<file path="src/rtl/layernorm_pkg.sv">
// Shared Q8.8 definitions for the LayerNorm datapath stages.
package layernorm_pkg;
    localparam int DW   = 16;
    localparam int FRAC = 8;

    localparam logic [DW-1:0] Q88_MAX = 16'h7FFF;
    localparam logic [DW-1:0] Q88_MIN = 16'h8000;

    typedef logic signed [DW-1:0] q88_t;

    typedef enum logic [1:0] {
        FILL,
        CALC,
        DRAIN
    } state_t;
endpackage

</file>
<file path="src/rtl/sat_sub_q88.sv">
// Combinational signed subtract a - b with one guard bit, saturated back to DW bits.
module sat_sub_q88 #(
    parameter int DW = layernorm_pkg::DW
) (
    input  logic signed [DW-1:0] i_a,
    input  logic signed [DW-1:0] i_b,
    output logic signed [DW-1:0] o_y
);
    logic signed [DW:0] w_diff;

    // Guard bit differing from the sign bit means the true result left the DW range.
    function automatic logic signed [DW-1:0] sat(input logic signed [DW:0] v);
        if (v[DW] != v[DW-1])
            sat = v[DW] ? {1'b1, {(DW-1){1'b0}}} : {1'b0, {(DW-1){1'b1}}};
        else
            sat = v[DW-1:0];
    endfunction

    assign w_diff = (DW+1)'(i_a) - (DW+1)'(i_b);
    assign o_y    = sat(w_diff);
endmodule

</file>
<file path="src/rtl/mean_center_stream.sv">
// Buffers one N-sample Q8.8 vector, computes its floor mean, then streams out
// each sample minus the mean with saturation.
module mean_center_stream
    import layernorm_pkg::*;
#(
    parameter int N  = 4,
    parameter int DW = layernorm_pkg::DW
) (
    input  logic                 clk,
    input  logic                 rst,
    input  logic                 in_valid,
    output logic                 in_ready,
    input  logic signed [DW-1:0] in_data,
    output logic                 out_valid,
    input  logic                 out_ready,
    output logic signed [DW-1:0] out_data,
    output logic                 out_last,
    output logic signed [DW-1:0] mean_out
);
    localparam int LGN = $clog2(N);
    localparam int SW  = DW + LGN;

    state_t                r_state;
    state_t                w_next;
    logic signed [DW-1:0]  r_buf [N];
    logic signed [SW-1:0]  r_sum;
    logic signed [DW-1:0]  r_mean;
    logic [LGN-1:0]        r_wr_idx;
    logic [LGN-1:0]        r_rd_idx;
    logic                  r_in_en;
    logic                  w_in_hs;
    logic                  w_out_hs;
    logic signed [DW-1:0]  w_centered;

    // r_in_en keeps in_ready low while reset is held and releases it one edge later.
    assign in_ready  = r_in_en && (r_state == FILL);
    assign out_valid = (r_state == DRAIN);
    assign out_last  = (r_state == DRAIN) && (r_rd_idx == LGN'(N-1));
    assign out_data  = (r_state == DRAIN) ? w_centered : '0;
    assign mean_out  = r_mean;
    assign w_in_hs   = in_valid && in_ready;
    assign w_out_hs  = out_valid && out_ready;

    sat_sub_q88 #(.DW(DW)) u_sat_sub (
        .i_a (r_buf[r_rd_idx]),
        .i_b (r_mean),
        .o_y (w_centered)
    );

    always_comb begin
        w_next = r_state;
        case (r_state)
            FILL:    if (w_in_hs && (r_wr_idx == LGN'(N-1))) w_next = CALC;
            CALC:    w_next = DRAIN;
            DRAIN:   if (w_out_hs && (r_rd_idx == LGN'(N-1))) w_next = FILL;
            default: w_next = FILL;
        endcase
    end

    always_ff @(posedge clk or posedge rst) begin
        if (rst) begin
            r_state  <= FILL;
            r_in_en  <= 1'b0;
            r_sum    <= '0;
            r_mean   <= '0;
            r_wr_idx <= '0;
            r_rd_idx <= '0;
        end else begin
            r_state <= w_next;
            r_in_en <= 1'b1;
            if (w_in_hs) begin
                r_sum    <= r_sum + SW'(in_data);
                r_wr_idx <= r_wr_idx + 1'b1;
            end
            // Arithmetic shift floors toward -inf; the mean of DW-bit samples fits in DW.
            if (r_state == CALC) begin
                r_mean   <= DW'(r_sum >>> LGN);
                r_sum    <= '0;
                r_wr_idx <= '0;
                r_rd_idx <= '0;
            end
            if (w_out_hs)
                r_rd_idx <= r_rd_idx + 1'b1;
        end
    end

    always_ff @(posedge clk) begin
        if (w_in_hs)
            r_buf[r_wr_idx] <= in_data;
    end
endmodule

</file>
<file path="config.mk">
export PLATFORM = sky130hd
export DESIGN_NAME = mean_center_stream
export DESIGN_NICKNAME = d
export VERILOG_FILES = /design/src/rtl/layernorm_pkg.sv /design/src/rtl/sat_sub_q88.sv /design/src/rtl/mean_center_stream.sv
export SDC_FILE = /design/constraint.sdc
export NUM_CORES = 1
export LEC_CHECK = 0
export BUFFER_PORTS_ARGS = -buffer_cell sky130_fd_sc_hd__clkbuf_2
export CAP_MARGIN = 20
export CORE_MARGIN = 2
export CORE_UTILIZATION = 60
export CTS_CLUSTER_SIZE = 14
export DETAILED_ROUTE_END_ITERATION = 8
export MAX_ROUTING_LAYER = met4
export PLACE_DENSITY_LB_ADDON = 0.15
export SYNTH_ARGS = -nofsm -noshare
export SYNTH_HDL_FRONTEND = slang
export SYNTH_HIERARCHICAL = 1
export SYNTH_SLANG_ARGS = --single-unit
</file>
<file path="constraint.sdc">
create_clock -name clk -period 5.5 [get_ports clk]
set_input_delay 1.1 -clock clk [delete_from_list [all_inputs] [get_ports clk]]
set_output_delay 1.1 -clock clk [all_outputs]
set_load 0.02 [all_outputs]
</file>
==> out/metrics.yaml, run 1 <==
run_status:
  outcome: "finished clean"
setup_path:
  rrSetupSlack_ns: 3.29
  criticalPathCategory: "flip-flop to primary output"
  reg2reg_from: "r_state[1]"
  reg2reg_to: "r_sum[17]"
  reg2regPathDepth: 8
  end_kind: "primary output"
  start_kind: "flip-flop"
  worst_ep_arrival_time_ns: 4.14
  crit_required_ns: 4.40
  cp_max_fo: 16
  critPathTopFamily: "adder cells"
  critPathSlowestCell: "mux4_2"
  slowest_delay_ns: 0.61
  path_cells: "buf_4, mux4_2, fa_1, a21o_1, a311oi_2, nor3_2, nor2_4, o221ai_4, maj3_1, and2_1, clkbuf_2"
  critPathBufInv: 2
cells_and_area:
  multi_input_area_mm2: 0.00287
  area_delta_synth_final_pct: 10.4
  drive_gt1_share_pct: 25.7
  design_area_mm2: 0.00664
  seqCellArea_mm2: 0.00295
  nNetsFinal: 604
  diodes: 0
  fill_cells: 730
  final_common_cell: "edfxtp_1"
  final_cell_mix: "64 x edfxtp_1, 54 x clkbuf_2, 41 x dfrtp_1, 38 x ha_1, 28 x inv_1"
  layout.cells.non_filler: 682
  utilization_pct: 68.0
cts:
  cts_resized: 0
  cts_hold_buffers: 0
  clockRootBuffer: "clkbuf_8"
  cts_setup_buffers: 0
  clk_path_buf_depth: 2
  cts_made_buffers: 9
  cts.sinks: 105
  cts_tree: "yes"
  clock_latency_ns: 0.36
  cts_htree_levels: 3
  clk_pin_slew_worst_paths_ns: 0.09
die:
  die_y_um: 104
  die_x_um: 104
  die_area_mm2: 0.0108
  start_util_pct: 61.6
  core-area_mm2: 0.00977
  fp-row-count: 36
  ios: 55
placement:
  place_inst: 665
  placed_area_mm2: 0.00641
  dp_hpwl_um: 8950
  io_buffers: 54
  gp_congestion: 0.889
synth:
  synth_edf_count: 64
  syn_area_per_cell_um2: 12.3
  synth_top_area_cell: "edfxtp_1"
  synth_area_mm2: 0.00602
  synth_warnings: 6
  syn_inst: 491
  synth_seq_cells: 105
  synth_seq_area_share_pct: 49.0
  async_reset_ff_share_pct: 39.0
  synth_top_area_share_pct: 31.9
  synth_flop_cell: "edfxtp_1"
  synth_cell_types: 66
  synth_nets: 551
  ys_top_cells_by_area: "edfxtp_1 32%, dfrtp_1 17%, ha_1 7.9%, mux4_2 6.0%, mux2_2 3.0%"
sta:
  hold_viol_final: 0
  worst_pin_slew_ns: 0.863
  rsz0062_at_grt: "false"
  max-slew-margin-rel_pct: 42.5
  fin_crit_sh_pct: 95.3
  tns_ns: 0
  max_freq_ghz: 0.191
  setup_viol_count_final: 0
  period_needed_ns: 5.24
  drv_slew: 0
  fin_skew_ns: 0.00953
drt:
  totalWireLength_um: 11900
  drcViolationCount: 0
  ant_nets: 0
  wl_per_cell_um: 17.4
  via_per_inst: 5.87
  vias: 4001
  first_pass_iters: 5
  drt_iter0_markers: 288
global_route:
  grt_usage_pct: 23.6
  grt_pass1_vias: 3973
  grt-busiest-layer: "met2"
  global_route.usage.met2_pct: 38.2
  grt_pass1_wl_um: 19500
  grtUsageMet3_pct: 2.69
  antenna_found_initial: 0
  grt_max_degree: 42
  grt_overflow: 0
  use_met1_pct: 31.8
worst_hold_path:
  holdPathStages: 2
  min_path_type: "flip-flop to flip-flop"
  min_from: "r_sum[0]"
  hold_path_end: "r_sum[0]"
job:
  max_cap_viol_count: 0
[cell families (layout without fill, tap and decap cells)]
group,count (synthesis),in the layout,share of synthesized area (%)
AO/OA/AOI/OAI,107,107,12.5
XOR/XNOR,25,25,3.76
adder cells (fa/ha/maj),55,55,11.2
buffers and inverters,48,106,3.55
flip-flops,105,105,49.0
multiplexers,33,33,9.15
other,1,1,0.0623
AND/OR/NAND/NOR,117,117,10.7
[routing by layer]
layer  share of wire [%]  vias up
met3                 5.9       10
met2                  49      106
met1                  44     1950
li1                    -     1935
met5                   0        -
met4                0.95        0
[synthesized netlist by cell type (3+ instances only)]
master	number
o21ai_0	18
buf_2	5
a21oi_2	3
nand2_1	27
a211oi_1	3
ha_1	38
mux4_2	16
dfrtp_1	41
and3_1	6
buf_1	3
a21o_1	11
a31oi_1	3
a21oi_1	21
maj3_2	9
inv_1	29
nand4_1	6
o22ai_1	6
xor2_1	10
o21bai_1	3
nand2b_1	5
nand3_1	26
o21ai_2	4
maj3_1	6
edfxtp_1	64
o21a_1	6
and2_1	18
xnor2_1	14
clkbuf_1	5
nor2_1	14
mux2_2	16
o21ai_1	13
[worst reg2reg max path, stage by stage, from the launching register on]
cell	delay, ns
dfrtp_1	0.49
nor3b_4	0.36
nand2_1	0.39
buf_16	0.30
nand2_1	0.07
nand2_1	0.05
a21o_1	0.17
o221ai_1	0.16
o21ai_1	0.09
[layout make-up]
type,count,area share (%)
clock inverters,5,0.923
repair buffers,60,5.05
inverters,30,1.69
multi-input cells,338,43.2
flip-flops and latches,105,44.4
well taps,133,2.50
clock buffers,11,2.28
[how the worst max path moves through the flow]
stage                           start          end  slack (ns)  cells past startpoint
final                     r_rd_idx[0]  out_data[3]        0.26                     11
after global routing      r_rd_idx[0]  out_data[3]        0.04                     11
after global placement    r_rd_idx[0]  out_data[7]        0.72                     11
after detailed placement  r_rd_idx[0]  out_data[3]        0.61                     11
after CTS                 r_rd_idx[0]  out_data[3]        0.20                     11
after floorplan           r_rd_idx[0]  out_data[5]        1.03                     12
[registers in the layout (all words and copies together), names as in the netlist]
register / flops
r_buf: 64
mean_out: 16
r_rd_idx: 2
r_in_en: 1
r_wr_idx: 2
r_state: 2
r_sum: 18
[through the flow]
stage | hold slack (ns) | worst slack [ns]
6_report | 0.527 | 0.256
5_1_grt | 0.560 | 0.0446
4_1_cts | 0.530 | 0.203
3_5_place_dp | 0.506 | 0.609
3_3_place_gp | 0.488 | 0.722
2_1_floorplan | 0.471 | 1.03
Power of run 1 is not shown: default switching activity piles up to over one toggle a cycle in this logic, so the estimate is an artifact.
==> run 2: changes to the inputs <==
RECOVER_POWER = 50   (was not set)
==> out/metrics.yaml, run 2 (same netlist as run 1, synthesis figures left out) <==
run_status:
  outcome: "finished, violations left"
  violations: "capacitance limit, slew limit"
drt:
  totalWireLength_um: 11900
  ant_nets: 0
  first_pass_iters: 5
  wl_per_cell_um: 17.4
  drt_iter0_markers: 256
  via_per_inst: 5.85
  vias: 3989
  drcViolationCount: 0
cells_and_area:
  diodes: 0
  final_common_cell: "edfxtp_1"
  final_cell_mix: "64 x edfxtp_1, 41 x dfrtp_1, 38 x ha_1, 38 x clkbuf_2, 28 x inv_1"
  seqCellArea_mm2: 0.00295
  area_delta_synth_final_pct: 9.33
  nNetsFinal: 604
  drive_gt1_share_pct: 22.0
  largest_reg_flops: 64
  fill_cells: 748
  largest-register: "r_buf"
  layout.cells.non_filler: 682
  multi_input_area_mm2: 0.00286
sta:
  rsz0062_at_grt: "false"
  period_needed_ns: 5.24
  fin_skew_ns: 0.00857
  drv_slew: 42
  fin_crit_sh_pct: 95.3
  tns_ns: 0
  hold_viol_final: 0
  max-slew-margin-rel_pct: -52.8
  worst_pin_slew_ns: 2.29
  max_freq_ghz: 0.191
  setup_viol_count_final: 0
cts:
  cts_tree: "yes"
  cts_resized: 0
  clk_path_buf_depth: 2
  cts.sinks: 105
  clock_latency_ns: 0.36
  clockRootBuffer: "clkbuf_8"
  cts_hold_buffers: 0
  cts_htree_levels: 3
  clk_pin_slew_worst_paths_ns: 0.09
  cts_made_buffers: 9
  cts_setup_buffers: 0
job:
  max_cap_viol_count: 1
setup_path:
  reg2regPathDepth: 8
  start_kind: "flip-flop"
  end_kind: "primary output"
  cp_max_fo: 16
  criticalPathCategory: "flip-flop to primary output"
  crit_required_ns: 4.40
  worst_ep_arrival_time_ns: 4.14
global_route:
  grt_max_degree: 42
  grt_pass1_wl_um: 19500
  grt_usage_pct: 23.6
  grt_pass1_vias: 3973
  antenna_found_initial: 0
  grt_overflow: 0
die:
  die_x_um: 104
  fp-row-count: 36
  core-area_mm2: 0.00977
  ios: 55
  start_util_pct: 61.6
  die_y_um: 104
  die_area_mm2: 0.0108
worst_hold_path:
  holdPathStages: 2
  min_path_type: "flip-flop to flip-flop"
placement:
  place_inst: 665
  io_buffers: 54
  gp_congestion: 0.889
  dp_hpwl_um: 8950
[run 2: path summary, 6_finish.rpt]
kind	startpoint	endpoint	slack, ns
max in group asynchronous	rst	r_sum[12]	2.65
min reg2reg	r_sum[0]	r_sum[0]	0.53
max	r_rd_idx[0]	out_data[3]	0.26
max reg2reg	r_state[1]	r_sum[17]	2.56
min in group asynchronous	rst	r_sum[2]	1.54
min	r_sum[0]	r_sum[0]	0.53
[run 2: cell type report]
type / count / share of cell area (%)
flip-flops and latches: 105 / 44.8
multi-input cells: 338 / 43.4
repair buffers: 60 / 4.32
well taps: 133 / 2.53
clock buffers: 11 / 2.30
inverters: 30 / 1.71
clock inverters: 5 / 0.932
[run 2: metrics by stage]
step                setup WS (ns)  cell area [um2]  util [%]  hold WS, ns
global route               0.0446             6580      67.3        0.560
floorplan                    1.03             6020         -        0.471
global placement            0.722             6380      65.3        0.488
finish                      0.257             6580      67.3        0.526
detailed placement          0.609             6410      65.6        0.506
CTS                         0.203             6630      67.8        0.530
[run 2: per-layer routing]
metal | track usage [%] | wire, um | part of all wire [%]
met3 | 2.69 | 528 | 4.4
met4 | 7.63 | 157 | 1.3
met1 | 31.8 | 5370 | 45
met5 | - | 0 | 0
met2 | 38.2 | 5830 | 49
[run 2: worst max-delay path, stage by stage, from the launching register on]
cell and delay, ns:
dfrtp_1 0.46, buf_4 0.33, mux4_2 0.61, fa_1 0.48, a21o_1 0.21, a311oi_2 0.40
nor3_2 0.14, nor2_4 0.18, o221ai_4 0.25, maj3_1 0.43, and2_1 0.15, clkbuf_2 0.15
Power of run 2 is left out for the same reason.
==> run 3: changes to the inputs <==
RECOVER_POWER = 25   (was 50)
==> out/metrics.yaml, run 3 (same netlist as run 1, synthesis figures left out) <==
run_status:
  outcome: "finished clean"
placement:
  io_buffers: 54
  dp_hpwl_um: 8950
  gp_congestion: 0.889
drt:
  via_per_inst: 5.85
  drcViolationCount: 0
  vias: 3992
  drt_iter0_markers: 220
  ant_nets: 0
  first_pass_iters: 4
  totalWireLength_um: 11900
  wl_per_cell_um: 17.4
sta:
  drv_slew: 0
  tns_ns: 0
  max-slew-margin-rel_pct: 41.6
  fin_crit_sh_pct: 95.4
  hold_viol_final: 0
  max_freq_ghz: 0.191
  setup_viol_count_final: 0
  rsz0062_at_grt: "false"
  period_needed_ns: 5.24
  fin_skew_ns: 0.00886
  worst_pin_slew_ns: 0.876
cts:
  clk_pin_slew_worst_paths_ns: 0.09
  clk_path_buf_depth: 2
  cts.sinks: 105
  cts_made_buffers: 9
  cts_htree_levels: 3
  cts_setup_buffers: 0
  cts_tree: "yes"
  clock_latency_ns: 0.36
  clockRootBuffer: "clkbuf_8"
cells_and_area:
  final_cell_mix: "64 x edfxtp_1, 41 x dfrtp_1, 39 x clkbuf_2, 38 x ha_1, 28 x inv_1"
  largest-register: "r_buf"
  nNetsFinal: 604
  area_delta_synth_final_pct: 9.87
  final_common_cell: "edfxtp_1"
  diodes: 0
  drive_gt1_share_pct: 22.8
  largest_reg_flops: 64
  fill_cells: 742
global_route:
  grt_overflow: 0
  grt_usage_pct: 23.6
  grt_pass1_wl_um: 19500
  grt_max_degree: 42
  antenna_found_initial: 0
  grt_pass1_vias: 3973
die:
  die_y_um: 104
  die_area_mm2: 0.0108
  ios: 55
  core-area_mm2: 0.00977
  start_util_pct: 61.6
  fp-row-count: 36
  die_x_um: 104
setup_path:
  criticalPathCategory: "flip-flop to primary output"
  worst_ep_arrival_time_ns: 4.14
  crit_required_ns: 4.40
  end_kind: "primary output"
  cp_max_fo: 16
  start_kind: "flip-flop"
worst_hold_path:
  min_path_type: "flip-flop to flip-flop"
job:
  max_cap_viol_count: 0
## run 3: cell count changes in the layout (fill, tap and decap cells not counted), sizes merged
cell,before,now
buf,3,6
clkbuf,68,65
## run 3: path summary, 6_finish.rpt
kind	startpoint	to	slack (ns)	cells past startpoint
max	r_rd_idx[0]	out_data[3]	0.26	11
min	r_sum[0]	r_sum[0]	0.53	2
max reg2reg	r_state[1]	r_sum[17]	2.86	8
min reg2reg	r_sum[0]	r_sum[0]	0.53	2
max in group asynchronous	rst	r_sum[12]	4.29	3
min in group asynchronous	rst	r_sum[0]	0.82	3
## run 3: timing repair
item                       in CTS  in global routing
hold buffers                    0                  0
resized for setup               0                  1
setup endpoints to repair       0                  2
## run 3: per-stage QoR
step           area [um2]  hold WS (ns)  utilization (%)  std cells  setup slack [ns]
6_report             6610         0.526             67.7        682             0.255
5_1_grt              6610         0.560             67.7        682            0.0446
4_1_cts              6630         0.530             67.8        681             0.203
3_5_place_dp         6410         0.506             65.6        665             0.609
3_3_place_gp         6380         0.488             65.3        664             0.722
2_1_floorplan        6020         0.471                -        491              1.03
## run 3: area by class of cell
type	count	area, um2	share of cell area [%]
repair buffers	60	317	4.79
inverters	30	113	1.70
multi-input cells	338	2860	43.2
clock buffers	11	151	2.29
clock inverters	5	61.3	0.927
well taps	133	166	2.52
flip-flops and latches	105	2950	44.6
## run 3: layer usage
layer	wire [um]	global-route usage, %	up-vias	share of wire (%)
li1	-	-	1930	-
met1	5360	31.8	1957	45
met5	0	-	-	0
met2	5850	38.2	93	49
met4	134	7.63	0	1.1
met3	533	2.69	12	4.5
## run 3: critical path: stages (launching register included)
cell and delay, ns:
dfrtp_1 0.46, buf_4 0.33, mux4_2 0.61, fa_1 0.48
a21o_1 0.21, a311oi_2 0.40, nor3_2 0.14, nor2_4 0.17
o221ai_4 0.25, maj3_1 0.43, and2_1 0.15, clkbuf_2 0.15
Power of run 3 is left out for the same reason.
